File: src/rtl/bcd_encoder.sv
// bcd_encoder: sequential packed-BCD to binary converter, one digit per clock
module bcd_encoder #(
  parameter int NUM_DIGITS = 4,
  parameter int OUT_W      = 14
) (
  input  logic                    clk,
  input  logic                    rst_n,
  input  logic                    start,
  input  logic [4*NUM_DIGITS-1:0] digits,
  output logic                    busy,
  output logic                    done,
  output logic [OUT_W-1:0]        number,
  output logic                    error
);
  localparam int AW = OUT_W + 4;
  localparam int CW = $clog2(NUM_DIGITS + 1);
  localparam logic [1:0] IDLE = 2'd0;
  localparam logic [1:0] CONV = 2'd1;
  localparam logic [1:0] DONE = 2'd2;
  logic [1:0]              state_q, state_d;
  logic [4*NUM_DIGITS-1:0] sr_q, sr_d;
  logic [AW-1:0]           acc_q, acc_d;
  logic [CW-1:0]           cnt_q, cnt_d;
  logic                    err_q, err_d;
  logic                    busy_q, busy_d;
  logic                    done_q, done_d;
  logic [OUT_W-1:0]        number_q, number_d;
  logic                    error_q, error_d;
  logic [3:0]              top;
  assign top    = sr_q[4*NUM_DIGITS-1 -: 4];
  assign busy   = busy_q;
  assign done   = done_q;
  assign number = number_q;
  assign error  = error_q;
  // next-state: latch on start, multiply-by-10-and-add per digit, publish result in DONE
  always_comb begin
    state_d  = state_q;
    sr_d     = sr_q;
    acc_d    = acc_q;
    cnt_d    = cnt_q;
    err_d    = err_q;
    busy_d   = busy_q;
    done_d   = 1'b0;
    number_d = number_q;
    error_d  = error_q;
    case (state_q)
      IDLE: if (start) begin
        sr_d    = digits;
        acc_d   = '0;
        cnt_d   = '0;
        err_d   = 1'b0;
        busy_d  = 1'b1;
        state_d = CONV;
      end
      CONV: begin
        acc_d   = AW'(acc_q * AW'(10) + AW'(top));
        sr_d    = sr_q << 4;
        err_d   = err_q | (top > 4'd9);
        cnt_d   = cnt_q + 1'b1;
        state_d = (cnt_q == CW'(NUM_DIGITS - 1)) ? DONE : CONV;
      end
      DONE: begin
        number_d = err_q ? '0 : acc_q[OUT_W-1:0];
        error_d  = err_q;
        done_d   = 1'b1;
        busy_d   = 1'b0;
        state_d  = IDLE;
      end
      default: state_d = IDLE;
    endcase
  end
  // state registers; reset aborts any conversion and clears the published result
  always_ff @(posedge clk or negedge rst_n) begin
    if (!rst_n) begin
      state_q  <= IDLE;
      sr_q     <= '0;
      acc_q    <= '0;
      cnt_q    <= '0;
      err_q    <= 1'b0;
      busy_q   <= 1'b0;
      done_q   <= 1'b0;
      number_q <= '0;
      error_q  <= 1'b0;
    end else begin
      state_q  <= state_d;
      sr_q     <= sr_d;
      acc_q    <= acc_d;
      cnt_q    <= cnt_d;
      err_q    <= err_d;
      busy_q   <= busy_d;
      done_q   <= done_d;
      number_q <= number_d;
      error_q  <= error_d;
    end
  end
endmodule

File: config.mk
export PLATFORM = sky130hd
export DESIGN_NAME = bcd_encoder
export DESIGN_NICKNAME = d
export VERILOG_FILES = /design/src/rtl/bcd_encoder.sv
export SDC_FILE = /design/constraint.sdc
export NUM_CORES = 1
export LEC_CHECK = 0
export CAP_MARGIN = 20
export CORE_UTILIZATION = 40
export DETAILED_ROUTE_END_ITERATION = 7
export GPL_TIMING_DRIVEN = 0
export SYNTH_ARGS = -nofsm -noshare
export SYNTH_HDL_FRONTEND = slang
export SYNTH_SLANG_ARGS = --single-unit
File: constraint.sdc
create_clock -name clk -period 3 [get_ports clk]
set_input_delay 0.6 -clock clk [delete_from_list [all_inputs] [get_ports clk]]
set_output_delay 0.6 -clock clk [all_outputs]
set_load 0.05 [all_outputs]
== Yosys cells after proc, flatten, opt, wreduce, memory -nomap -nowiden ==
Cells that the tools add are included.

* Logic and storage cells: 38
* Register bits: 57
* Input port bits: 19
* Output and inout port bits: 17

* Multiplexer cells: 15
* Order comparisons: 1
* Multipliers: 1
* Reduce and logical (&&, ||, !) cells: 5
* Equal/unequal tests: 4
* $add $sub $neg: 2
* Bitwise logic cells: 1

{| class="wikitable"
|+ Operator list
! cell !! count
|-
| $pmux 18 s2 || 1
|-
| $pmux 16 s2 || 1
|-
| $add 18x4->18 || 1
|-
| $mul 18x3->17 const B || 1
|-
| $mux 18 || 1
|-
| $mux 16 || 1
|-
| $mux 14 || 1
|-
| $pmux 3 s2 || 1
|-
| $gt 4x4->1 const B || 1
|-
| $mux 2 || 2
|-
| $pmux 1 s2 || 2
|-
| $pmux 2 s2 || 1
|-
| $reduce_and 2->1 || 2
|-
| $reduce_bool 2->1 || 2
|-
| $add 3x1->3 const B || 1
|-
| $eq 3x2->1 const B || 1
|-
| $mux 1 || 3
|-
| $mux 3 || 1
|-
| $eq 2x1->1 const B || 1
|-
| $eq 2x2->1 const B || 1
|-
| $logic_not 2->1 || 1
|-
| $ne 2x2->1 const B || 1
|-
| $or 1x1->1 || 1
|}

== Depth between registers and ports, before layout ==
Gate-level depths: netlist of the first run.

* Word-level depth: 3
* Mapped depth: 11
* Gate-level depth less buffers: 11

== Worst setup path after synthesis of the first run ==
Ideal clock, no wire load.

* Kind: register to register
* Start: register acc_q[1]
* End: register acc_q[13]
* Setup time: 0.126 ns
* Path buffers: 0
* Setup slack: 0.150 ns
* Arrival time: 2.724 ns
* Required time: 2.874 ns
* Cell stages (with the launch flop): 12
* Period minus slack after synthesis: 2.850 ns
* Cells stage by stage: dfrtp_1 > ha_1 > ha_1 > inv_1 > fa_1 > xnor2_1 > and2b_1 > nand3_2 > nor4_4 > nand2b_1 > o311a_1 > a221o_1

* Cells in the longest elaborated chain, start to end: 3

{| class="wikitable"
|+ Ends and longest elaborated chain
! item !! line !! source
|-
| start: declaration || 22 || <nowiki>logic [AW-1:0] acc_q, acc_d;</nowiki>
|-
| start signal: assignment || 77 || <nowiki>acc_q <= '0;</nowiki>
|-
| start signal: assignment || 87 || <nowiki>acc_q <= acc_d;</nowiki>
|-
| $mul 18x3->17 || 56 || <nowiki>acc_d = AW'(acc_q * AW'(10) + AW'(top));</nowiki>
|-
| $add 18x4->18 || 56 ||
|-
| $pmux 18 s2 || 46 || <nowiki>case (state_q)</nowiki>
|}

No other way between the ends.
A chain may end at the register's enable or synchronous reset.

== Worst setup path after layout of the first run ==
Same ends and word-level chain as after synthesis.

==> results.py, run 1 <==
metrics = {
    "die": {
        "die_x_um": 88.3,
        "initial_utilization": 0.413,
        "rows": 31,
        "io_pins": 36,
        "core_um2": 7210,
        "die_y_um": 88.3,
        "dieArea_um2": 7790,
    },
    "logic_synthesis": {
        "synth_top_area_frac": 0.446,
        "yosysTopAreaCell": "dfrtp_1",
        "synth_cells": 315,
        "yosys_register_bits": 53,
        "synthTopCellsByArea": "dfrtp_1, ha_1, o21ai_0",
        "synth_flop_cell": "dfrtp_1",
        "yosysWarnings": 0,
        "synth_fp_nets": 360,
        "synth_cell_types": 38,
        "syn_area_um2": 2980,
        "synth_edf_count": 0,
        "synthArstFlopShare": 1.00,
        "synth_area_per_cell_um2": 9.45,
        "seq_area_frac_synth": 0.446,
    },
    "critical_path": {
        "rr_startpoint": "acc_q[1]",
        "startpoint_type": "flip-flop",
        "timing.critical_path.arrival_ns": 3.11,
        "critical_path_class": "flip-flop to flip-flop",
        "path_max_fanout": 4,
        "cp-end-kind": "flip-flop",
        "cp-startpoint": "acc_q[1]",
        "required_ns": 3.19,
    },
    "clock_network": {
        "htree_levels": 2,
        "cts_root_buffer": "clkbuf_8",
        "insertion_delay_ns": 0.31,
        "cts_hold_buf": 0,
        "numCtsBuffers": 5,
        "cts_sinks": 53,
        "cts_tree": "done",
        "clkTransAtPathRegs_ns": 0.10,
        "clockBufferDepth": 2,
    },
    "drt": {
        "initialDrtViolationCount": 116,
        "drt-total-wl_um": 6540,
        "vias": 2375,
        "post-route-drc-count": 0,
        "first_pass_iters": 4,
        "routed_via_density": 5.13,
        "antenna_left": 0,
        "wl_per_cell_um": 14.1,
    },
    "final_layout": {
        "stdcell_area_um2": 3640,
        "layout_commonest_cell": "nand2_1",
        "postLayoutCoreUtil": 0.505,
        "final_nets": 408,
        "fillCellCount": 713,
        "drive_gt1_frac": 0.0824,
        "areaGrowthSynthToFinish_pct": 22.4,
        "num_antenna_cells": 0,
        "final_cell_mix": "nand2_1, dfrtp_1, o21ai_0, clkdlybuf4s50_1, ha_1",
    },
    "power_and_ir_drop": {
        "ir_worst_vdd_mv": 0.446,
        "p_total_w": 0.00441,
        "p_per_area_nw_per_um2": 1210,
        "p_leak_nw": 1.56,
    },
    "timing": {
        "period_minus_slack_ns": 2.92,
        "final-setup-viol-count": 0,
        "clock_skew_ns": 0.00712,
        "maxSlewHeadroom": 0.481,
        "hold_viol": 0,
        "fmax_ghz": 0.343,
        "setup_ws_ns": 0.0821,
        "slew_violations": 0,
        "rsz0062_at_grt": "true",
        "tightestPinTransition_ns": 0.775,
        "fin_crit_sh": 0.973,
    },
    "hold_path": {
        "hp-class": "input port to async pin",
    },
    "global_routing": {
        "grt_max_degree": 35,
        "track_usage": 0.184,
        "grt_pass1_wl_um": 11000,
        "first_global_vias": 2261,
        "antenna_found_initial": 0,
        "grt_overflow": 0,
    },
    "place": {
        "port_buffers": 35,
        "post-dp-hpwl_um": 4840,
        "pre_cts_ws_ns": -0.123,
        "placed_cell_area_um2": 3470,
        "gp_congestion": 0.853,
    },
    "job": {
        "maxCapViolCount": 0,
    },
    "run_status": {
        "outcome": "finished, final reports clean",
    },
}
[metrics by stage]
| step | cells | hold WS, ns | setup TNS [ns] |
|---|---|---|---|
| global route | 463 | 0.264 | -0.0715 |
| CTS | 460 | 0.243 | -0.00524 |
| finish | 463 | 0.230 | 0 |
| global placement | 449 | 0.462 | -18.75 |
| floorplan | 315 | 0.304 | 0 |
| detailed placement | 450 | 0.469 | -0.176 |
[cells in the mapped netlist, drive strengths merged, types with 2 or more instances]
master / count
a221o: 2
nand3: 4
o21ai: 44
nor2: 9
nand2: 55
nor3: 3
nor4: 2
inv: 7
nand2b: 2
fa: 2
xnor2: 13
ha: 24
a21o: 6
dfrtp: 53
a22oi: 11
nor2b: 17
o21a: 2
a31oi: 3
xor2: 5
clkbuf: 15
a21oi: 20
a22o: 4
[power breakdown]
part	total, W	internal, W	switching (W)
Sequential	0.00123	0.00100	0.000233
Clock	0.000408	0.000166	0.000241
Combinational	0.00277	0.00120	0.00157
Total	0.00441	0.00237	0.00205
[repair_timing]
| action | CTS | global route |
|---|---|---|
| buffers inserted | 2 | 3 |
| setup endpoints to repair | 2 | 3 |
| pin swaps | 2 | 10 |
| gates resized for setup | 2 | 11 |
[sequential cells by signal, summed over array words and instances (netlist names)]
register / count
err_q: 1
error: 1
acc_q: 14
cnt_q: 3
busy: 1
number: 14
sr_q: 16
done: 1
state_q: 2
[worst max-delay path, stage by stage, from the launching register on]
cell	delay, ns
dfrtp_2	0.46
ha_4	0.28
ha_4	0.13
inv_2	0.04
fa_2	0.39
xnor2_2	0.18
and2b_1	0.17
nand3_2	0.12
nor4_4	0.33
nand2b_1	0.12
o311a_1	0.34
a221o_1	0.27
[area by class of cell]
class	count	area, µm²	area share
Buffer	15	56.3	0.0155
Clock buffer	7	76.3	0.0209
Clock inverter	1	7.51	0.00206
Inverter	7	26.3	0.00721
Multi-Input combinational cell	240	1620	0.444
Sequential cell	53	1330	0.365
Tap cell	99	124	0.0340
Timing Repair Buffer	41	403	0.111
[worst paths after layout]
| path | end | depth (start not counted) | slack, ns |
|---|---|---|---|
| worst max-delay path | acc_q[13] | 11 | 0.08 |
| min in group clk | number[13] | 2 | 0.48 |
| worst max register to register | acc_q[13] | 11 | 0.08 |
| worst min register to register | number[13] | 2 | 0.48 |
| max in group asynchronous | acc_q[4] | 2 | 2.22 |
| worst min-delay path | sr_q[5] | 1 | 0.23 |
[per-layer routing]
metal	vias to the layer above	global-route usage	routed length, µm
li1	1201	-	-
met1	1136	0.266	3190
met2	34	0.290	3100
met3	4	0.0308	208
met4	0	0.0440	44
met5	-	0	0
[logic make-up after synthesis]
logic type	share of synthesized area
and+or+nand+nor	0.159
DFF	0.446
muxes	0.00336
buffers and inverters	0.0277
AOI/OAI and AO/OA	0.192
adders and majority gates	0.114
xor gates and xnor gates	0.0580
No activity file was read; power rests on OpenSTA's default activity.
==> run 2, diff against run 1 <==
Settings changed: SKIP_LAST_GASP set to 1.
==> results of run 2 <==
No change in the layout: final DEF, timing and power equal those of run 1.
